## config.mk

```make
export PLATFORM = sky130hd
export DESIGN_NAME = id_ex_stage
export DESIGN_NICKNAME = d
export VERILOG_FILES = /design/src/rtl/id_ex_stage.sv
export SDC_FILE = /design/constraint.sdc
export NUM_CORES = 1
export LEC_CHECK = 0
export CORE_AREA = 2 2 125 127
export CTS_CLUSTER_DIAMETER = 60
export DETAILED_ROUTE_END_ITERATION = 8
export DIE_AREA = 0 0 127 129
export DONT_BUFFER_PORTS = 1
export MAX_ROUTING_LAYER = met4
export PLACE_DENSITY = 0.63
export SETUP_SLACK_MARGIN = 0.2
export SLEW_MARGIN = 20
export SYNTH_ARGS = -nofsm -noshare
export SYNTH_HDL_FRONTEND = slang
export SYNTH_SLANG_ARGS = --single-unit
```

## constraint.sdc

```tcl
create_clock -name clk_i -period 2.65 [get_ports clk_i]
set_clock_uncertainty 0.2 [all_clocks]
set_input_delay 0.6625 -clock clk_i [delete_from_list [all_inputs] [get_ports clk_i]]
set_output_delay 0.6625 -clock clk_i [all_outputs]
set_load 0.005 [all_outputs]
```

## src/rtl/id_ex_stage.sv

```systemverilog
// ID/EX pipeline register with load-use hazard detection and bubble insertion.
// Optional bubble counter output is enabled by defining IDEX_PERF_CNT_EN.
module id_ex_stage #(
  parameter int DATA_W = 32,
  parameter int REG_AW = 5
) (
  input  logic              clk_i,
  input  logic              rst_i,
  input  logic              stall_i,
  input  logic              flush_i,
  input  logic              reg_dst_i,
  input  logic              alu_src_i,
  input  logic              mem_to_reg_i,
  input  logic              reg_write_i,
  input  logic              mem_write_i,
  input  logic              mem_read_i,
  input  logic [1:0]        alu_op_i,
  input  logic              uses_rt_i,
  input  logic [DATA_W-1:0] pc_i,
  input  logic [DATA_W-1:0] rs_data_i,
  input  logic [DATA_W-1:0] rt_data_i,
  input  logic [DATA_W-1:0] imm_i,
  input  logic [5:0]        funct_i,
  input  logic [REG_AW-1:0] rs_addr_i,
  input  logic [REG_AW-1:0] rt_addr_i,
  input  logic [REG_AW-1:0] rd_addr_i,
  output logic              reg_dst_o,
  output logic              alu_src_o,
  output logic              mem_to_reg_o,
  output logic              reg_write_o,
  output logic              mem_write_o,
  output logic              mem_read_o,
  output logic [1:0]        alu_op_o,
  output logic              uses_rt_o,
  output logic [DATA_W-1:0] pc_o,
  output logic [DATA_W-1:0] rs_data_o,
  output logic [DATA_W-1:0] rt_data_o,
  output logic [DATA_W-1:0] imm_o,
  output logic [5:0]        funct_o,
  output logic [REG_AW-1:0] rs_addr_o,
  output logic [REG_AW-1:0] rt_addr_o,
  output logic [REG_AW-1:0] rd_addr_o,
  output logic              valid_o,
  output logic              hazard_stall_o
`ifdef IDEX_PERF_CNT_EN
  ,
  output logic [15:0]       bubble_cnt_o
`endif
);

  logic bubble;

  // Flow control: stall_i freezes this stage entirely; otherwise every edge
  // either accepts the ID instruction (valid_o=1) or loads a bubble when
  // flush_i or hazard_stall_o is high. hazard_stall_o tells upstream to hold
  // PC and IF/ID for the same cycle so the dependent instruction is retried.
  assign hazard_stall_o = ~rst_i & valid_o & mem_read_o & (rt_addr_o != '0) &
                          ((rt_addr_o == rs_addr_i) |
                           (uses_rt_i & (rt_addr_o == rt_addr_i)));

  assign bubble = flush_i | hazard_stall_o;

  always_ff @(posedge clk_i) begin
    if (rst_i || (!stall_i && bubble)) begin
      reg_dst_o    <= 1'b0;
      alu_src_o    <= 1'b0;
      mem_to_reg_o <= 1'b0;
      reg_write_o  <= 1'b0;
      mem_write_o  <= 1'b0;
      mem_read_o   <= 1'b0;
      alu_op_o     <= 2'b00;
      uses_rt_o    <= 1'b0;
      pc_o         <= '0;
      rs_data_o    <= '0;
      rt_data_o    <= '0;
      imm_o        <= '0;
      funct_o      <= 6'd0;
      rs_addr_o    <= '0;
      rt_addr_o    <= '0;
      rd_addr_o    <= '0;
      valid_o      <= 1'b0;
    end else if (!stall_i) begin
      reg_dst_o    <= reg_dst_i;
      alu_src_o    <= alu_src_i;
      mem_to_reg_o <= mem_to_reg_i;
      reg_write_o  <= reg_write_i;
      mem_write_o  <= mem_write_i;
      mem_read_o   <= mem_read_i;
      alu_op_o     <= alu_op_i;
      uses_rt_o    <= uses_rt_i;
      pc_o         <= pc_i;
      rs_data_o    <= rs_data_i;
      rt_data_o    <= rt_data_i;
      imm_o        <= imm_i;
      funct_o      <= funct_i;
      rs_addr_o    <= rs_addr_i;
      rt_addr_o    <= rt_addr_i;
      rd_addr_o    <= rd_addr_i;
      valid_o      <= 1'b1;
    end
  end

`ifdef IDEX_PERF_CNT_EN
  // Saturating count of bubbles actually inserted (stalled edges excluded).
  always_ff @(posedge clk_i) begin
    if (rst_i) begin
      bubble_cnt_o <= 16'd0;
    end else if (!stall_i && bubble && (bubble_cnt_o != 16'hFFFF)) begin
      bubble_cnt_o <= bubble_cnt_o + 16'd1;
    end
  end
`endif

endmodule

```

After elaboration in Yosys (flattened, before gate mapping)
Index checks and enable logic that the tools add are counted.
{ "op_classes": {"add_sub_neg": 0, "n_mul": 0, "div": 0, "n_lt_le_gt_ge": 0, "eq_ne": 2, "shift": 0, "mux": 0, "n_bitwise": 8, "reduce_logical": 4} }
{ "ops": {"columns": ["op", "count"], "rows": [
  ["$eq 5x5->1", 2],
  ["$and 1x1->1", 5],
  ["$reduce_bool 5->1", 1],
  ["$or 1x1->1", 2],
  ["$logic_and 1x1->1", 1],
  ["$logic_not 1->1", 1],
  ["$logic_or 1x1->1", 1],
  ["$not 1->1", 1]
]} }
{ "word_totals": {"ff_bits": 159, "latchBits": 0, "ramBits": 0, "rom_bits": 0, "output_inout_bits": 160, "word_cells": 31, "mem_count": 0} }

Longest topological paths before layout
{ "logic_depth": {"ltp_word": 8, "mapped_depth": 6, "ltp_nobuf": 4} }

Worst setup path after synthesis
Ideal clock, no wire load.
{ "synth_path": {"path_type": "input-to-output", "startpoint": "input rt_addr_i[4]", "endpoint": "output hazard_stall_o", "t_arrival_ps": 1628, "t_required_ps": 1788, "slack_ps": 160, "stages": 5, "path_buffers": 1, "cell_sequence": "xnor2_1 > nand4_1 > o22ai_1 > clkbuf_1 > nor2b_1"} }
{ "synth_via": {"elab_chain_cells": 4} }
{ "synth_rtl": {"columns": ["item", "line_no", "source"], "rows": [
  ["from (decl)", "25", "input logic [REG_AW-1:0] rt_addr_i,"],
  ["$eq 5x5->1", "59", "(uses_rt_i & (rt_addr_o == rt_addr_i)));"],
  ["$and 1x1->1", "59", null],
  ["$or 1x1->1", "58", "((rt_addr_o == rs_addr_i) |"],
  ["$and 1x1->1", "57", "assign hazard_stall_o = ~rst_i & valid_o & mem_read_o & (rt_addr_o != '0) &"],
  ["to (decl)", "44", "output logic hazard_stall_o"]
]} }
Every way passes these cells.

Worst setup path after layout
{ "layout_path": {"startpoint": "register rt_addr_o[0]", "endpoint": "output hazard_stall_o"} }
{ "layout_via": {"elab_chain_cells": 4} }
{ "layout_rtl": {"columns": ["item", "line_no", "source"], "rows": [
  ["from (decl)", "41", "output logic [REG_AW-1:0] rt_addr_o,"],
  ["from (signal assigned)", "97", "rt_addr_o <= rt_addr_i;"],
  ["$eq 5x5->1", "59", null],
  ["$and 1x1->1", "59", null],
  ["$or 1x1->1", "58", null],
  ["$and 1x1->1 (*)", "57", null]
]} }
Mark *: on every way between the ends. The rest lies on a longest branch, timed or not.

==> run_results.csv <==
group,metric,value,unit
outcome,status,"completed",
timing,finalHoldViolations,0,
timing,max_freq,0.395,GHz
power,ir_drop,0.437,mV
synthesis,synth_area_leaders,"dfxtp_1, a32oi_1, nand2_1",
synthesis,synthCells,744,
timing,min_period,2.53,ns
synthesis,yosysSeqAreaShare,0.486,
layout,drive_gt1_frac,0.0862,
timing,setup_tns,0,ns
drt,ant_nets,0,
clock_tree,cts_root_buf,"clkbuf_16",
global_routing,antenna_found_initial,0,
place,hpwl,12700,um
floorplanning,io_pins,322,
clock_tree,clk_pin_slew,0.07,ns
global_routing,grt-ovfl-total,0,
power,cell_internal_pwr,0.00426,W
floorplanning,num_rows,45,
synthesis,synth.ff_latch_count,159,
power,switching_share,0.255,
clock_tree,cts.sink_count,159,
clock_tree,insertion_delay,0.41,ns
setup_path,arrival,1.67,ns
power,p_comb_frac,0.070,
global_routing,grt_pass1_wl,28000,um
setup_path,cp_max_fo,5,
drt,viasPerCell,6.51,
setup_path,r2r_slack,0.36,ns
place,globalplace.congestion,0.806,
drt,drc,0,
setup_path,critPathCaptureType,"primary output",
power,leakagePower,2.34,nW
floorplanning,die_x,127,um
timing,setup_viol,0,
clock_tree,cts_made_buffers,17,
drt,drt_iter0_drc,462,
synthesis,synth_fp_nets,906,
floorplanning,core_area,15000,um2
synthesis,synth_commonest_cells,"nand2_1, a32oi_1, dfxtp_1",
synthesis,synth.avg_cell_area,8.80,um2
setup_path,slowest_delay,0.58,ns
synthesis,synthesis.area,6550,um2
global_routing,track_usage,0.219,
synthesis,synth_top_area_frac,0.486,
layout,post-route-util,0.488,
floorplanning,fp.dieH,129,um
clock_tree,cts_hold_buf,0,
synthesis,yosysTopAreaCell,"dfxtp_1",
synthesis,synth_edf_count,0,
layout,final_nets,857,
timing,rsz0062_at_grt,"yes",
drt,wire_per_inst,21.0,um
floorplanning,start_util,0.437,
setup_path,cp.required,1.79,ns
timing,maxSlewHeadroom,0.578,
place,port-buffer-count,0,
setup_path,worstPathCellList,"or4_4 > o2111ai_4 > nor2b_2",
min_path,hold_class,"in2reg",
floorplanning,die-area,16400,um2
setup_path,worst-setup-path-type,"reg2out",
power,p_sw,0.00146,W
timing,worst_pin_slew,0.633,ns
power,p_per_area,782,nW/um2
clock_tree,htreeDepth,4,
drt,routed_wl,18800,um
drt,vias,5837,
synthesis,yosysWarnings,0,
setup_path,critPathLaunchType,"flip-flop",
flow_run,cap_viol_max_count,0,
global_routing,grt_pass1_vias,5286,
clock_tree,cts_buffer_depth,2,
drt,drtPass1Iterations,7,
timing,finalCritPeriodShare,0.956,
layout,diodes,0,
timing,drv_slew,0,
setup_path,path_buf_inv,0,
power,clkPwrFrac,0.450,
setup_path,crit_family,"simple AND/OR/NAND/NOR gates",
clock_tree,post-cts-setup-buffer-count,0,
power,seqPwrFrac,0.480,
global_routing,grt_max_degree,160,
setup_path,slowest_stage,"or4_4",
synthesis,postSynth.asyncResetShare,0,
clock_tree,cts_tree,"done",
synthesis,yosysMostFrequentCell,"nand2_1",
synthesis,synth.distinct_cells,19,
synthesis,ys.flop_type,"dfxtp_1",
layout,synthToLayoutAreaGrowth,11.7,%
==> layout make-up <==
| class | count | area (um2) |
|---|---|---|
| Timing Repair Buffer | 19 | 280 |
| Fill cell | 1357 | 7660 |
| Inverter | 1 | 3.75 |
| Clock inverter | 15 | 195 |
| Multi-Input combinational cell | 497 | 2980 |
| Tap cell | 188 | 235 |
| Sequential cell | 159 | 3190 |
| Clock buffer | 17 | 425 |
==> per-stage QoR <==
| step | instance area, um2 | instances | hold slack, ns | setup slack (ns) | total power [W] |
|---|---|---|---|---|---|
| 2_1_floorplan | 6550 | 744 | 0.260 | 0.237 | 0.00305 |
| 3_3_place_gp | 6680 | 864 | 0.278 | 0.218 | 0.00317 |
| 3_5_place_dp | 6680 | 864 | 0.283 | 0.207 | 0.00319 |
| 4_1_cts | 7310 | 896 | 0.145 | 0.0729 | 0.00577 |
| 5_1_grt | 7310 | 896 | 0.148 | 0.0712 | 0.00593 |
| 6_report | 7310 | 896 | 0.164 | 0.118 | 0.00572 |
==> state kept, by name (all words and copies together), names as in the netlist, 2 cells and up <==
| name | count |
|---|---|
| imm_o | 32 |
| pc_o | 32 |
| rs_data_o | 32 |
| rt_data_o | 32 |
| funct_o | 6 |
| rd_addr_o | 5 |
| rs_addr_o | 5 |
| rt_addr_o | 5 |
| alu_op_o | 2 |
==> path summary, 6_finish.rpt <==
| kind | from | to | cells past startpoint |
|---|---|---|---|
| worst max-delay path | rt_addr_o[0]$_SDFFE_PP0N_ | hazard_stall_o | 3 |
| worst min-delay path | rs_data_i[0] | rs_data_o[0]$_SDFFE_PP0N_ | 2 |
| worst max register to register | rt_addr_o[0]$_SDFFE_PP0N_ | rt_data_o[1]$_SDFFE_PP0N_ | 6 |
| worst min register to register | reg_write_o$_SDFFE_PP0N_ | reg_write_o$_SDFFE_PP0N_ | 2 |
==> routing by layer <==
layer / vias to the layer above / routed length (um) / global-route usage
li1: 2732 / - / -
met1: 2771 / 7020 / 0.246
met2: 301 / 9290 / 0.356
met3: 33 / 2090 / 0.0807
met4: 0 / 442 / 0.0866
met5: - / 0 / -
==> logic make-up after synthesis <==
kind of cell           count (synthesis)  synth area share
AO/OA/AOI/OAI                        320             0.338
AND/OR/NAND/NOR                      167            0.0982
flip-flops                           159             0.486
buffers and inverters                 88            0.0646
XOR/XNOR                              10            0.0134
==> cells in the final DEF (no fill, tap or decap), types with 2 or more instances in the layout <==
cell and instances:
buf_4 8, o21ai_0 60, a32oi_1 159, inv_8 2, clkbuf_16 17, dfxtp_1 155
bufinv_16 3, dfxtp_2 4, o21ai_1 99, nand2_1 160, inv_6 6, clkinv_4 2
buf_12 11, xnor2_1 10
==> what timing repair did <==
action,4_1_cts,5_1_grt
pin swaps,0,0
setup endpoints to repair,1,1
gates resized for setup,6,0
endpoints found under the hold margin,0,0
gates cloned,0,0
==> power groups by stage <==
stage / Combinational (W) / Clock, W / Sequential (W)
6_report: 0.000401 / 0.00257 / 0.00275
5_1_grt: 0.000451 / 0.00272 / 0.00276
4_1_cts: 0.000401 / 0.00262 / 0.00275
3_5_place_dp: 0.000401 / 0 / 0.00279
3_3_place_gp: 0.000375 / 0 / 0.00279
2_1_floorplan: 0.000313 / 0 / 0.00273
==> worst reg2reg max path, cell delays in order, from the launching register on <==
cell and delay (ns):
dfxtp_2 0.36, or4_4 0.58, o2111ai_4 0.23, buf_4 0.18
buf_12 0.32, a32oi_1 0.25, o21ai_1 0.12
No activity file was read; power rests on OpenSTA's default activity.
